## src/rtl/kernel_scheduler.sv

```systemverilog
// Round-robin job dispatcher: one staging register feeds up to KERNEL_NUM kernel slots.
// Optional per-kernel watchdog is compiled in with `define KERNEL_SCHED_TIMEOUT_EN.
module kernel_scheduler #(
  parameter int unsigned KERNEL_NUM     = 8,
  parameter int unsigned DESC_WIDTH     = 512,
  parameter int unsigned TIMEOUT_CYCLES = 1048576
) (
  input  logic                  clk,
  input  logic                  rst,
  input  logic                  job_valid,
  output logic                  job_ready,
  input  logic [DESC_WIDTH-1:0] job_desc,
  input  logic                  job_last,
  output logic [KERNEL_NUM-1:0] kernel_start,
  output logic [DESC_WIDTH-1:0] system_register,
  input  logic [KERNEL_NUM-1:0] kernel_complete,
  output logic [KERNEL_NUM-1:0] kernel_busy,
  output logic                  real_done,
  output logic                  spurious_err,
  output logic [KERNEL_NUM-1:0] timeout_err
);

  localparam int unsigned LG_W = (KERNEL_NUM > 1) ? $clog2(KERNEL_NUM) : 1;

  if (KERNEL_NUM < 2 || KERNEL_NUM > 8 || DESC_WIDTH < 32 || TIMEOUT_CYCLES == 0) begin : g_bad_cfg
    $error("kernel_scheduler: unsupported parameter set");
  end

  typedef enum logic [1:0] {
    RUN    = 2'd0,
    DRAIN  = 2'd1,
    FINISH = 2'd2
  } state_t;

  state_t                state, state_next;
  logic                  stage_full;
  logic                  stage_last;
  logic [DESC_WIDTH-1:0] stage_desc;
  logic [LG_W-1:0]       last_grant;
  logic [LG_W-1:0]       grant;
  logic [KERNEL_NUM-1:0] idle;
  logic [KERNEL_NUM-1:0] start_vec;
  logic                  dispatch;
  logic                  accept;

  // First idle kernel at or after last_grant+1, wrapping.
  function automatic logic [LG_W-1:0] rr_pick(input logic [LG_W-1:0]       last,
                                              input logic [KERNEL_NUM-1:0] free);
    logic [LG_W-1:0] pick;
    logic            hit;
    int unsigned     idx;
    pick = last;
    hit  = 1'b0;
    idx  = 0;
    for (int unsigned i = 0; i < KERNEL_NUM; i++) begin
      idx = (32'(last) + 32'd1 + i) % KERNEL_NUM;
      if (!hit && free[LG_W'(idx)]) begin
        pick = LG_W'(idx);
        hit  = 1'b1;
      end
    end
    return pick;
  endfunction

  assign idle      = ~kernel_busy;
  assign dispatch  = stage_full & (|idle);
  assign grant     = rr_pick(last_grant, idle);
  assign start_vec = dispatch ? (KERNEL_NUM'(1) << grant) : '0;

  // A dispatching stage refills in the same cycle, except behind the final job of a run.
  assign job_ready = !rst && (state == RUN || state == FINISH) &&
                     (!stage_full || (dispatch && !stage_last));
  assign accept    = job_valid & job_ready;

  always_ff @(posedge clk or posedge rst) begin
    if (rst) state <= RUN;
    else     state <= state_next;
  end

  always_comb begin
    state_next = state;
    case (state)
      RUN:     if (dispatch && stage_last) state_next = DRAIN;
      DRAIN:   if (!stage_full && kernel_busy == '0) state_next = FINISH;
      FINISH:  if (accept) state_next = RUN;
      default: state_next = RUN;
    endcase
  end

  always_ff @(posedge clk or posedge rst) begin
    if (rst) begin
      stage_full      <= 1'b0;
      stage_last      <= 1'b0;
      stage_desc      <= '0;
      last_grant      <= LG_W'(KERNEL_NUM - 1);
      kernel_start    <= '0;
      system_register <= '0;
      kernel_busy     <= '0;
      spurious_err    <= 1'b0;
      real_done       <= 1'b0;
    end else begin
      if (accept) begin
        stage_full <= 1'b1;
        stage_desc <= job_desc;
        stage_last <= job_last;
      end else if (dispatch) begin
        stage_full <= 1'b0;
      end
      kernel_start <= start_vec;
      if (dispatch) begin
        system_register <= stage_desc;
        last_grant      <= grant;
      end
      // Completions on idle kernels are masked off by the busy term and only flagged.
      kernel_busy <= (kernel_busy & ~kernel_complete) | start_vec;
      if (|(kernel_complete & ~kernel_busy)) spurious_err <= 1'b1;
      real_done <= (state_next == FINISH);
    end
  end

`ifdef KERNEL_SCHED_TIMEOUT_EN
  localparam int unsigned CNT_W = $clog2(TIMEOUT_CYCLES + 1);

  for (genvar k = 0; k < KERNEL_NUM; k++) begin : g_wd
    logic [CNT_W-1:0] cnt;
    logic             flag;

    // Saturating busy-cycle counter; the flag is sticky and does not free the kernel.
    always_ff @(posedge clk or posedge rst) begin
      if (rst) begin
        cnt  <= '0;
        flag <= 1'b0;
      end else if (start_vec[k]) begin
        cnt <= '0;
      end else if (kernel_busy[k] && cnt != CNT_W'(TIMEOUT_CYCLES)) begin
        cnt <= cnt + CNT_W'(1);
        if (cnt == CNT_W'(TIMEOUT_CYCLES - 1)) flag <= 1'b1;
      end
    end

    assign timeout_err[k] = flag;
  end
`else
  assign timeout_err = '0;
`endif

endmodule

```

## config.mk

```make
export PLATFORM = sky130hd
export DESIGN_NAME = kernel_scheduler
export DESIGN_NICKNAME = d
export VERILOG_FILES = /design/src/rtl/kernel_scheduler.sv
export SDC_FILE = /design/constraint.sdc
export NUM_CORES = 2
export LEC_CHECK = 0
export CORE_AREA = 2 2 409 411
export DETAILED_ROUTE_END_ITERATION = 12
export DIE_AREA = 0 0 411 413
export REMOVE_ABC_BUFFERS = 1
export SLEW_MARGIN = 30
export SYNTH_ARGS = -nofsm -noshare
export SYNTH_HDL_FRONTEND = slang
export SYNTH_SLANG_ARGS = --single-unit
```

## constraint.sdc

```tcl
create_clock -name clk -period 34.7 [get_ports clk]
set_input_delay 5.205 -clock clk [delete_from_list [all_inputs] [get_ports clk]]
set_output_delay 5.205 -clock clk [all_outputs]
set_load 0.1 [all_outputs]
```

==> run_results.csv <==
group,metric,value,unit
clock_tree,htreeDepth,3,
drt,drt_first_pass_iters,5,
global_routing,grt_max_degree,176,
logic_synthesis,syn_area,40000,um2
logic_synthesis,synthXorXnorAreaFrac,0.303,%
logic_synthesis,synthMuxAreaShare,15.5,%
global_routing,grt_pass1_wl,191000,um
final_layout,stdcell_area,56200,um2
worst_setup_path,timing.rr.end,"stage_desc[20]",
global_routing,grt_pass1_vias,29100,
worst_setup_path,ff2ff_path_depth,11,
global_routing,track_usage,14.8,%
timing,fin_crit_sh,36.9,%
floorplan,die_x,411,um
floorplan,io_pins,1063,
drt,drt_iter0_markers,1995,
final_layout,layout_commonest_cell,"nand2_1",
worst_hold_path,hold_end,"system_register[487]",
final_layout,layout_common_cells,"1556 x nand2_1, 1046 x dfrtp_1, 895 x clkdlybuf4s50_1",
global_routing,grt-ovfl-total,0,
logic_synthesis,synth_compound_area_share,1.05,%
logic_synthesis,yosys_warnings,0,
timing,slew_headroom,29.4,%
worst_setup_path,path_class,"in2out",
place,dpl.hpwl,93100,um
drt,wirelength,130000,um
drt,antenna_left,0,
worst_setup_path,r2r_slack,29.09,ns
timing,fin_skew,0.0728,ns
clock_tree,cts_hold_buf,0,
timing,fmaxAchievable,78.0,MHz
clock_tree,cts.reportedPaths.clkPinSlew,0.06,ns
clock_tree,clkSinkCount,1049,
logic_synthesis,synth_top_family_by_area,"multiplexers",
clock_tree,cts-root-buf,"clkbuf_16",
clock_tree,cts_resized,0,
final_layout,area_delta_synth_final,40.4,%
worst_hold_path,hp-start,"stage_desc[487]",
timing,worst_slack,21.88,ns
worst_setup_path,timing.rr.start,"kernel_busy[3]",
final_layout,final_layout_size_suffix_gt1_share,20.2,%
drt,vias,28800,
drt,vias_per_cell,4.23,
logic_synthesis,async_flop_share,100,%
timing,worstMarginPinSlew,1.06,ns
final_layout,nets,5027,
timing,period_needed,12.82,ns
logic_synthesis,ys_seq_area_share,65.6,%
worst_hold_path,min_path_cells,2,
logic_synthesis,synth-edff-count,0,
worst_setup_path,arrival,7.61,ns
job,maxCapViolations,0,
drt,wl_per_cell,19.1,um
clock_tree,clk_latency,0.75,ns
logic_synthesis,synth_cell_types,59,
clock_tree,post-cts-setup-buffers,0,
outcome,status,"completed",
floorplan,die_area,170000,um2
logic_synthesis,synth_area_per_cell,11.5,um2
logic_synthesis,yosys.area_share.simple,15.3,%
place,post_dp_cell_area,52200,um2
floorplan,rows,150,
timing,setup_viol,0,
clock_tree,cts_inserted_buffers,116,
clock_tree,cts_tree,"done",
timing,slew_violations,0,
worst_setup_path,critPathLaunchType,"input port",
clock_tree,clk_path_buf_depth,3,
floorplan,start_util,24.1,%
logic_synthesis,synthCells,3480,
floorplan,fp.dieH,413,um
timing,rsz0062_at_grt,"no",
worst_setup_path,required,29.49,ns
logic_synthesis,synthAdderAreaFrac,0.0625,%
place,port-buffer-count,1054,
worst_setup_path,end_kind,"primary output",
global_routing,antenna_found_initial,28,
drt,route.detailed.drc,0,
floorplan,coreArea,166000,um2
logic_synthesis,synth-seq-cells,1049,
place,routabilityCongestion,0.832,
place,pre_cts_slack,21.88,ns
worst_hold_path,hold_path.class,"reg2reg",
worst_setup_path,cp_max_fo,2,
logic_synthesis,synth_flop_cell,"dfrtp_1",
timing,hold_viol,0,
cells in the mapped netlist (all sizes together) (2+ instances only):
cell type | count | share of area, %
a31oi | 4 | 0.078
nand2 | 1557 | 15
mux2i | 12 | 0.30
xnor2 | 4 | 0.13
o22ai | 2 | 0.031
nor2 | 17 | 0.18
nand2b | 3 | 0.047
nand4 | 3 | 0.047
nand4b | 2 | 0.044
ha | 2 | 0.062
o21a | 2 | 0.037
mux2 | 522 | 15
buf | 56 | 0.77
inv | 13 | 0.12
a221oi | 3 | 0.066
nand3 | 9 | 0.11
dfstp | 3 | 0.20
o21ai | 12 | 0.17
a21oi | 13 | 0.17
nor3 | 12 | 0.15
clkbuf | 139 | 1.3
o32ai | 9 | 0.20
mux4 | 9 | 0.51
o211a | 2 | 0.050
a41oi | 2 | 0.063
xor2 | 3 | 0.066
dfrtp | 1046 | 65
xnor3 | 2 | 0.11
final cells by class:
cell class | instances | area [um2]
antenna | 17 | 42.5
timing repair buffer | 1091 | 10200
clock buffer | 172 | 3440
clock inverter | 38 | 497
inverter | 14 | 60.1
multi-input combinational | 2229 | 13000
tap | 2204 | 2760
sequential | 1049 | 26300
fill | 16600 | 110000
worst max path at each step:
stage / startpoint / to / cells past startpoint
finish: rst / job_ready / 3
detailed placement: rst / job_ready / 3
global route: rst / job_ready / 3
floorplan: rst / kernel_busy[0] / 1
global placement: rst / job_ready / 3
CTS: rst / job_ready / 3
flip-flops by register name, summed over array words and instances (netlist names):
signal	count
spurious_err	1
system_register	512
stage_last	1
real_done	1
kernel_busy	8
last_grant	3
state	2
kernel_start	8
stage_desc	512
stage_full	1
routing by layer:
metal,GRT usage (%),wire length [um]
met3,4.49,9800
met1,18.3,53000
met4,5.14,3670
met5,0,172
met2,24.5,63700
cell families after synthesis:
kind of cell / after synthesis
XOR/XNOR: 9
multiplexers: 543
AO/OA/AOI/OAI: 58
flip-flops: 1049
adder cells (fa/ha/maj): 2
buffers and inverters: 209
AND/OR/NAND/NOR: 1609
other: 1
stage by stage:
step / setup TNS [ns] / hold WS (ns) / instances / util (%)
2_1_floorplan: -26.50 / 0.425 / 3292 / -
3_3_place_gp: 0 / 0.435 / 6583 / 31.9
3_5_place_dp: 0 / 0.443 / 6583 / 31.5
4_1_cts: 0 / 0.413 / 6793 / 33.9
5_1_grt: 0 / 0.439 / 6809 / 33.9
6_report: 0 / 0.410 / 6814 / 33.9
worst max-delay path, cell delays in order:
cell	delay [ns]
clkdlybuf4s50_1	0.52
nor3_1	0.63
clkdlybuf4s50_1	1.26
Power is left out: the tool's default activity adds up to more than one toggle a clock period on the data nets, which glitch-free logic cannot reach.
